--- src/rtl/ahb_slave_mem.sv ---
// AHB-Lite slave in front of a word-organised register-file memory with byte/half/word access.
// Optional feature: define AHB_WAIT_STATE_EN to insert WAIT_CYCLES wait states on every OKAY beat.
module ahb_slave_mem #(
    parameter int unsigned           ADDR_WIDTH  = 32,
    parameter int unsigned           DATA_WIDTH  = 32,
    parameter int unsigned           DEPTH       = 64,
    parameter logic [ADDR_WIDTH-1:0] BASE_ADDR   = {ADDR_WIDTH{1'b0}},
    parameter int unsigned           WAIT_CYCLES = 2
) (
    input  logic                  i_clk,
    input  logic                  i_reset,
    input  logic                  i_hsel,
    input  logic [ADDR_WIDTH-1:0] i_haddr,
    input  logic [1:0]            i_htrans,
    input  logic                  i_hwrite,
    input  logic [2:0]            i_hsize,
    input  logic [2:0]            i_hburst,
    input  logic [3:0]            i_hprot,
    input  logic [DATA_WIDTH-1:0] i_hwdata,
    input  logic                  i_hready,
    output logic                  o_hreadyout,
    output logic                  o_hresp,
    output logic [DATA_WIDTH-1:0] o_hrdata
);

    localparam int unsigned           IDX_W     = $clog2(DEPTH);
    localparam logic [ADDR_WIDTH-1:0] MEM_BYTES = ADDR_WIDTH'(DEPTH * 4);
`ifdef AHB_WAIT_STATE_EN
    localparam bit          WAIT_EN = (WAIT_CYCLES != 0);
    localparam int unsigned CNT_W   = (WAIT_CYCLES > 1) ? $clog2(WAIT_CYCLES + 1) : 1;
`else
    localparam bit          WAIT_EN = 1'b0;
`endif

    typedef enum logic [2:0] {
        S_IDLE = 3'd0,
        S_DATA = 3'd1,
        S_WAIT = 3'd2,
        S_ERR1 = 3'd3,
        S_ERR2 = 3'd4
    } state_t;

    function automatic logic [3:0] lane_strobe(input logic [2:0] size, input logic [1:0] lsb);
        case (size)
            3'b000:  return 4'b0001 << lsb;
            3'b001:  return 4'b0011 << lsb;
            default: return 4'b1111;
        endcase
    endfunction

    function automatic logic [DATA_WIDTH-1:0] merge_lanes(input logic [DATA_WIDTH-1:0] base,
                                                          input logic [DATA_WIDTH-1:0] data,
                                                          input logic [3:0]            strb);
        logic [DATA_WIDTH-1:0] res;
        res = base;
        for (int b = 0; b < 4; b++) begin
            if (strb[b]) begin
                res[8*b +: 8] = data[8*b +: 8];
            end else begin
                res[8*b +: 8] = base[8*b +: 8];
            end
        end
        return res;
    endfunction

    state_t                  state_r;
    logic [IDX_W-1:0]        dp_idx_r;
    logic                    dp_write_r;
    logic [3:0]              dp_strb_r;
`ifdef AHB_WAIT_STATE_EN
    logic [CNT_W-1:0]        wait_cnt_r;
`endif
    logic                    pend_valid_r;
    logic [IDX_W-1:0]        pend_idx_r;
    logic [DATA_WIDTH-1:0]   pend_data_r;
    logic [3:0]              pend_strb_r;
    logic [DATA_WIDTH-1:0]   mem_r [DEPTH];

    logic                    take_s;
    logic [ADDR_WIDTH-1:0]   off_s;
    logic                    dec_err_s;
    logic [IDX_W-1:0]        dec_idx_s;
    logic [3:0]              dec_strb_s;
    logic                    wait_done_s;
    logic                    cap_s;
    logic                    rd_load_s;
    logic [IDX_W-1:0]        rd_idx_s;
    logic [DATA_WIDTH-1:0]   mem_word_s;
    logic [DATA_WIDTH-1:0]   pend_word_s;
    logic [DATA_WIDTH-1:0]   rd_word_s;
    logic                    unused_s;

    assign unused_s = ^{i_hburst, i_hprot, i_htrans[0], 32'(WAIT_CYCLES)};

    // Address-phase decode: accept qualification, range/size/alignment error, index and strobes.
    always_comb begin
        take_s     = i_hsel & i_hready & i_htrans[1] &
                     ((state_r == S_IDLE) | (state_r == S_DATA) | (state_r == S_ERR2));
        off_s      = i_haddr - BASE_ADDR;
        dec_idx_s  = off_s[IDX_W+1:2];
        dec_strb_s = lane_strobe(i_hsize, i_haddr[1:0]);
        dec_err_s  = (i_haddr < BASE_ADDR) | (off_s >= MEM_BYTES) | (i_hsize > 3'b010) |
                     ((i_hsize == 3'b001) & i_haddr[0]) |
                     ((i_hsize == 3'b010) & (i_haddr[1:0] != 2'b00));
    end

    // Read-data source: forward the write being captured, then the pending write, then memory.
    always_comb begin
`ifdef AHB_WAIT_STATE_EN
        wait_done_s = (state_r == S_WAIT) & (wait_cnt_r == CNT_W'(1));
`else
        wait_done_s = 1'b0;
`endif
        cap_s     = (state_r == S_DATA) & dp_write_r;
        rd_load_s = (take_s & ~dec_err_s & ~i_hwrite & ~WAIT_EN) | (wait_done_s & ~dp_write_r);
        if (wait_done_s) begin
            rd_idx_s = dp_idx_r;
        end else begin
            rd_idx_s = dec_idx_s;
        end
        mem_word_s = mem_r[rd_idx_s];
        if (pend_valid_r && (pend_idx_r == rd_idx_s)) begin
            pend_word_s = merge_lanes(mem_word_s, pend_data_r, pend_strb_r);
        end else begin
            pend_word_s = mem_word_s;
        end
        if (cap_s && (dp_idx_r == rd_idx_s)) begin
            rd_word_s = merge_lanes(pend_word_s, i_hwdata, dp_strb_r);
        end else begin
            rd_word_s = pend_word_s;
        end
    end

    // Transfer FSM with registered HREADYOUT/HRESP and data-phase capture.
    always_ff @(posedge i_clk) begin
        if (i_reset) begin
            state_r     <= S_IDLE;
            o_hreadyout <= 1'b1;
            o_hresp     <= 1'b0;
            dp_idx_r    <= {IDX_W{1'b0}};
            dp_write_r  <= 1'b0;
            dp_strb_r   <= 4'b0000;
`ifdef AHB_WAIT_STATE_EN
            wait_cnt_r  <= {CNT_W{1'b0}};
`endif
        end else begin
            case (state_r)
                S_IDLE, S_DATA, S_ERR2: begin
                    if (take_s) begin
                        dp_idx_r   <= dec_idx_s;
                        dp_write_r <= i_hwrite;
                        dp_strb_r  <= dec_strb_s;
                        if (dec_err_s) begin
                            state_r     <= S_ERR1;
                            o_hreadyout <= 1'b0;
                            o_hresp     <= 1'b1;
                        end
`ifdef AHB_WAIT_STATE_EN
                        else if (WAIT_EN) begin
                            state_r     <= S_WAIT;
                            o_hreadyout <= 1'b0;
                            o_hresp     <= 1'b0;
                            wait_cnt_r  <= CNT_W'(WAIT_CYCLES);
                        end
`endif
                        else begin
                            state_r     <= S_DATA;
                            o_hreadyout <= 1'b1;
                            o_hresp     <= 1'b0;
                        end
                    end else begin
                        state_r     <= S_IDLE;
                        o_hreadyout <= 1'b1;
                        o_hresp     <= 1'b0;
                    end
                end
`ifdef AHB_WAIT_STATE_EN
                S_WAIT: begin
                    if (wait_cnt_r == CNT_W'(1)) begin
                        state_r     <= S_DATA;
                        o_hreadyout <= 1'b1;
                        o_hresp     <= 1'b0;
                    end else begin
                        wait_cnt_r  <= wait_cnt_r - CNT_W'(1);
                        o_hreadyout <= 1'b0;
                        o_hresp     <= 1'b0;
                    end
                end
`endif
                S_ERR1: begin
                    state_r     <= S_ERR2;
                    o_hreadyout <= 1'b1;
                    o_hresp     <= 1'b1;
                end
                default: begin
                    state_r     <= S_IDLE;
                    o_hreadyout <= 1'b1;
                    o_hresp     <= 1'b0;
                end
            endcase
        end
    end

    // Pending-write register: holds the captured write for one cycle until it commits.
    always_ff @(posedge i_clk) begin
        if (i_reset) begin
            pend_valid_r <= 1'b0;
            pend_idx_r   <= {IDX_W{1'b0}};
            pend_data_r  <= {DATA_WIDTH{1'b0}};
            pend_strb_r  <= 4'b0000;
        end else begin
            pend_valid_r <= cap_s;
            if (cap_s) begin
                pend_idx_r  <= dp_idx_r;
                pend_data_r <= i_hwdata;
                pend_strb_r <= dp_strb_r;
            end else begin
                pend_idx_r  <= pend_idx_r;
                pend_data_r <= pend_data_r;
                pend_strb_r <= pend_strb_r;
            end
        end
    end

    // Memory array: byte-lane commit of the pending write; contents survive reset.
    always_ff @(posedge i_clk) begin
        if (!i_reset && pend_valid_r) begin
            for (int b = 0; b < 4; b++) begin
                if (pend_strb_r[b]) begin
                    mem_r[pend_idx_r][8*b +: 8] <= pend_data_r[8*b +: 8];
                end
            end
        end
    end

    // Read-data register, loaded on entry to the data cycle of an OKAY read.
    always_ff @(posedge i_clk) begin
        if (i_reset) begin
            o_hrdata <= {DATA_WIDTH{1'b0}};
        end else if (rd_load_s) begin
            o_hrdata <= rd_word_s;
        end else begin
            o_hrdata <= o_hrdata;
        end
    end

endmodule
--- config.mk ---
export PLATFORM = sky130hd
export DESIGN_NAME = ahb_slave_mem
export DESIGN_NICKNAME = d
export VERILOG_FILES = /design/src/rtl/ahb_slave_mem.sv
export SDC_FILE = /design/constraint.sdc
export NUM_CORES = 2
export LEC_CHECK = 0
export ABC_AREA = 1
export BUFFER_PORTS_ARGS = -buffer_cell sky130_fd_sc_hd__buf_2
export CELL_PAD_IN_SITES_DETAIL_PLACEMENT = 1
export CELL_PAD_IN_SITES_GLOBAL_PLACEMENT = 1
export CORE_ASPECT_RATIO = 2
export CORE_UTILIZATION = 40
export CTS_CLUSTER_SIZE = 40
export DETAILED_ROUTE_END_ITERATION = 6
export GPL_TIMING_DRIVEN = 0
export PLACE_DENSITY = 0.67
export REMOVE_ABC_BUFFERS = 1
export SLEW_MARGIN = 30
export SYNTH_ARGS = -nofsm -noshare
export SYNTH_HDL_FRONTEND = slang
export SYNTH_SLANG_ARGS = --single-unit
--- constraint.sdc ---
create_clock -name i_clk -period 2.7 [get_ports i_clk]
set_input_delay 0.27 -clock i_clk [delete_from_list [all_inputs] [get_ports i_clk]]
set_output_delay 0.27 -clock i_clk [all_outputs]
set_load 0.02 [all_outputs]
* Word level (Yosys, flattened, before mapping)
Memories as Yosys holds them, arrays and structs flattened.
Cells that the tools add are included.
** Storage, ports and cells
- Register bits after elaboration :: 91
- Bits in writable memories :: 2048
- Input port bits :: 81
- Output and inout port bits :: 34
- Logic and storage cells :: 82
- Memories :: 1
** Memories
- mem_r :: depth 64, bits a word 32, read ports 1, clocked after Yosys merged registers in 0, write ports 1, line 77 : logic [DATA_WIDTH-1:0] mem_r [DEPTH];
** Cells by class
- Magnitude comparators :: 3
- Equal/unequal tests :: 7
- Shift-type cells :: 2
- Multiplexer cells :: 30
- Bitwise operators :: 18
- Reduce and logical (&&, ||, !) cells :: 10
** Operators by type and width (count)
- $mux W32 :: 2
- $mux W8 :: 8
- $ge A32 B9 Y1 const B :: 1
- $lt A32 B1 Y1 const B :: 1
- $mux W1 :: 15
- $eq A6 B6 Y1 :: 2
- $and A1 B1 Y1 :: 8
- $pmux W4 S2 :: 1
- $eq A3 B1 Y1 const B :: 2
- $eq A3 B2 Y1 const B :: 2
- $logic_not A3 Y1 :: 2
- $or A1 B1 Y1 :: 6
- $pmux W3 S2 :: 1
- $reduce_or A3 Y1 :: 2
- $not A1 Y1 :: 4
- $shl A1 B2 Y4 const A :: 1
- $shl A2 B2 Y4 const A :: 1
- $eq A3 B3 Y1 const B :: 1
- $gt A3 B2 Y1 const B :: 1
- $logic_and A1 B1 Y1 :: 3
- $mux W3 :: 1
- $mux W2 :: 1
- $pmux W1 S2 :: 1
- $reduce_and A2 Y1 :: 1
- 2 further kinds :: 2

* Longest topological paths before layout
- Word-level depth :: 8
- Depth in mapped cells :: 15

* Least setup slack after synthesis
Ideal clock, no wire load.
- Path kind :: register to register
- From :: register pend_idx_r[0]
- To :: memory mem_r[15][0], enable pin
- Data arrival time :: 1.593 ns
- Required time :: 2.330 ns
- Path slack :: 0.737 ns
- Cell stages (with the launch flop) :: 5
- Buffers on the path :: 0
- Period minus slack after synthesis :: 1.963 ns
- Cells stage by stage :: dfxtp_1 > inv_1 > nor3_1 > nand2_1 > nor2_1
** RTL lines
- start: declaration :: line 74 : logic [IDX_W-1:0] pend_idx_r;
- start signal: assignment :: line 208 : pend_idx_r <= {IDX_W{1'b0}};
- start signal: assignment :: line 214 : pend_idx_r <= dp_idx_r;
- start signal: assignment :: line 218 : pend_idx_r <= pend_idx_r;
- end: declaration :: line 77
Straight into the memory's write port.

* Worst setup path after layout
- From :: register pend_idx_r[0]
- To :: memory mem_r[39][0], enable pin
Straight into the memory's write port.

==> flow_summary.ini <==
[run_status]
status = finished, violations left
violations = design-rule violations, negative setup slack

[timing]
grt_setup_unrepaired = yes
period_share_pct = 111
hold_viol = 0
setup_viol = 1466
fmaxAchievable_mhz = 332
fin_skew_ps = 34.8
fin_crit_ps = 3010
worst_pin_slew_ps = 972
maxSlewViolCount = 0
fin_ws_ps = -309
slew_headroom_pct = 34.8
tns_ps = -210510

[setup_path]
cpPeakStageDelay_ps = 610
cp_data_arrival_time_ps = 3520
reg2reg_depth = 4
cp-end-kind = flip-flop
worstPathCellList = inv_1, nor3_4, nand2_2, nor2_4
critPathSlowestCell = nor3_4
reg2reg_from = pend_idx_r[0]
crit_path_start = pend_idx_r[0]
crit_fanout = 8
crit_required_ps = 3210
startpoint_type = flip-flop
crit_type = flip-flop to flip-flop

[pwr]
internal-power_w = 0.0516
swShare_pct = 22.5
p_per_area_mw_per_mm2 = 649
p_leak_nw = 38.6
p_switching_w = 0.0150
ir_drop_mv = 0.501
p_comb_share_pct = 5.7
clkPwrFrac_pct = 40.5
seq_power_share_pct = 53.8

[layout]
nNetsFinal = 7852
drive_gt1_share_pct = 12.2
syn_to_final_growth_pct = 17.8

[floorplanning]
start_util_pct = 40.2
die_area_mm2 = 0.220
die_w_um = 332
pin_count = 115
die_h_um = 662
num_rows = 242
core_mm2 = 0.217

[route]
drt_iter0_drc = 5004
totalWireLength_um = 310000
vias = 61727
viasPerCell = 5.76
routedWlPerCell_um = 28.9
first_pass_iters = 7
ant_nets = 0
drc = 1

[clocking]
clk_latency_ps = 870
h-tree-depth = 4
cts_buffer_depth = 4
clockRootBuffer = clkbuf_16
cts_tree = yes
cts.sinks = 2139
clkTransAtPathRegs_ps = 70
cts_buffers = 191

[placed_design]
dp_hpwl_um = 175000
portBuffers = 106
place_congestion = 0.800
pre_cts_ws_ps = -4040

[synth]
seq_area_frac_synth_pct = 72.6
ys_types = 29
yosys.area.top_type = edfxtp_1
yosysWarningCount = 0
netlist_area_mm2 = 0.0872
syn_avg_cell_area_um2 = 11.3
ys_ff_latch = 2139
syn_inst = 7734
synth_area_leaders = edfxtp_1 71%, nand3_1 11%, nand2_1 11%, dfxtp_1 2.1%, clkbuf_1 1.5%
yosys.area.top_type_share_pct = 70.5

[global_route]
grt_max_degree = 138
gr-total-overflow = 0
grt_antenna_before_repair = 2
grt_pass1_wl_um = 441000
grt_usage_pct = 27.7
grt_pass1_vias = 64869

[job]
drv_cap = 0

[min_path]
min-delay-start = i_haddr[28]
hold_depth = 6
worstHoldPathType = input port to flip-flop
==> per-layer routing <==
| metal | part of all wire, % | track usage, % | vias up |
|---|---|---|---|
| li1 | - | - | 27146 |
| met1 | 35 | 29.7 | 31680 |
| met2 | 53 | 50.4 | 2146 |
| met3 | 5.0 | 3.40 | 755 |
| met4 | 6.9 | 20.0 | 0 |
| met5 | 0 | 0 | - |
==> final timing paths <==
check | endpoint | slack (ps)
setup / recovery | mem_r[39][0] | -310
hold / removal | o_hreadyout | 40
setup reg to reg | mem_r[39][0] | -310
hold reg to reg | state_r[2] | 480
==> sequential cells by signal (all words and copies together) (netlist names) <==
| signal | cells |
|---|---|
| pend_valid_r | 1 |
| pend_strb_r | 4 |
| dp_write_r | 1 |
| dp_strb_r | 4 |
| o_hreadyout | 1 |
| o_hrdata | 32 |
| pend_data_r | 32 |
| state_r | 3 |
| mem_r | 2048 |
| o_hresp | 1 |
| pend_idx_r | 6 |
| dp_idx_r | 6 |
==> metrics by stage <==
stage	std cells	instance area (um^2)	utilization [%]	total power (W)	hold slack (ps)
after floorplan	7233	85200	-	0.0380	342
after global placement	10145	89200	41.2	0.0397	457
after detailed placement	10235	91700	42.3	0.0397	477
after CTS	10705	101000	46.4	0.0667	3.51
after global routing	10724	103000	47.4	0.0680	53.2
final	10725	103000	47.4	0.0666	36.4
==> synth_stat cells <==
cell,number
nor4_4,1
nor3b_1,1
nand3b_1,2
nor3b_2,1
xor2_1,3
nor2_2,3
inv_2,5
or2_2,3
nand2_1,2486
xnor2_1,3
nor4_1,1
a211oi_1,1
o2111ai_1,1
and2_1,1
buf_2,112
clkbuf_1,341
nor4_2,1
dfxtp_1,91
nand3_1,1930
a21oi_1,81
inv_1,153
nor3_1,22
buf_1,48
o22ai_1,1
clkinv_1,3
nor2_1,335
a221oi_1,3
edfxtp_1,2048
o21ai_0,53
==> critical path: cells and delay by family (launching register included) <==
kind | cells | cell delay (ps)
AND/OR/NAND/NOR | 3 | 1710
buffers and inverters | 1 | 350
flip-flops | 1 | 590
==> layout make-up <==
type / instances / area, um^2
antenna: 2 / 5.00
clock buffer: 250 / 5150
clock inverter: 89 / 741
fill: 22480 / 114000
inverter: 161 / 672
multi-input combinational: 4936 / 23600
sequential: 2139 / 63400
tap: 2806 / 3510
timing repair buffer: 337 / 5490
timing repair inverter: 5 / 43.8
==> placed cells by master, fill, tap and decap left out, drive strengths merged, types with 3 or more instances in the layout <==
master       synthesis  layout
a21oi               81      81
a221oi               3       3
buf                160     238
bufbuf               0      55
bufinv               0      12
clkbuf             341     250
clkinv               3      73
clkinvlp             0       6
dfxtp               91      91
dlygate4sd3          0      44
edfxtp            2048    2048
inv                158     164
nand2             2486    2486
nand3             1930    1933
nor2               338     338
nor3                22      22
nor4                 3       3
o21ai               53      53
or2                  3       3
xnor2                3       3
xor2                 3       3
==> power by group through the flow <==
stage	sequential, W	clock, W	combinational [W]
3_3_place_gp	0.0366	0	0.00304
3_5_place_dp	0.0366	0	0.00309
4_1_cts	0.0358	0.0271	0.00379
5_1_grt	0.0358	0.0281	0.00401
2_1_floorplan	0.0366	0	0.00144
6_report	0.0358	0.0270	0.00383
==> logic make-up after synthesis <==
family	synth area share (%)
and+or+nand+nor	23.5
DFF	72.6
buffers and inverters	3.01
AOI/OAI and AO/OA	0.825
xor gates and xnor gates	0.0603
==> what timing repair did <==
action | CTS | global route
hold endpoints to repair | 71 | 0
pin swaps | 4 | 10
hold buffers | 44 | 0
endpoints found under the setup margin | 2081 | 2083
cloned | 64 | 3
gates resized for setup | 155 | 449
buffers inserted | 23 | 15
Note: power is estimated with default switching activity, not from simulation.
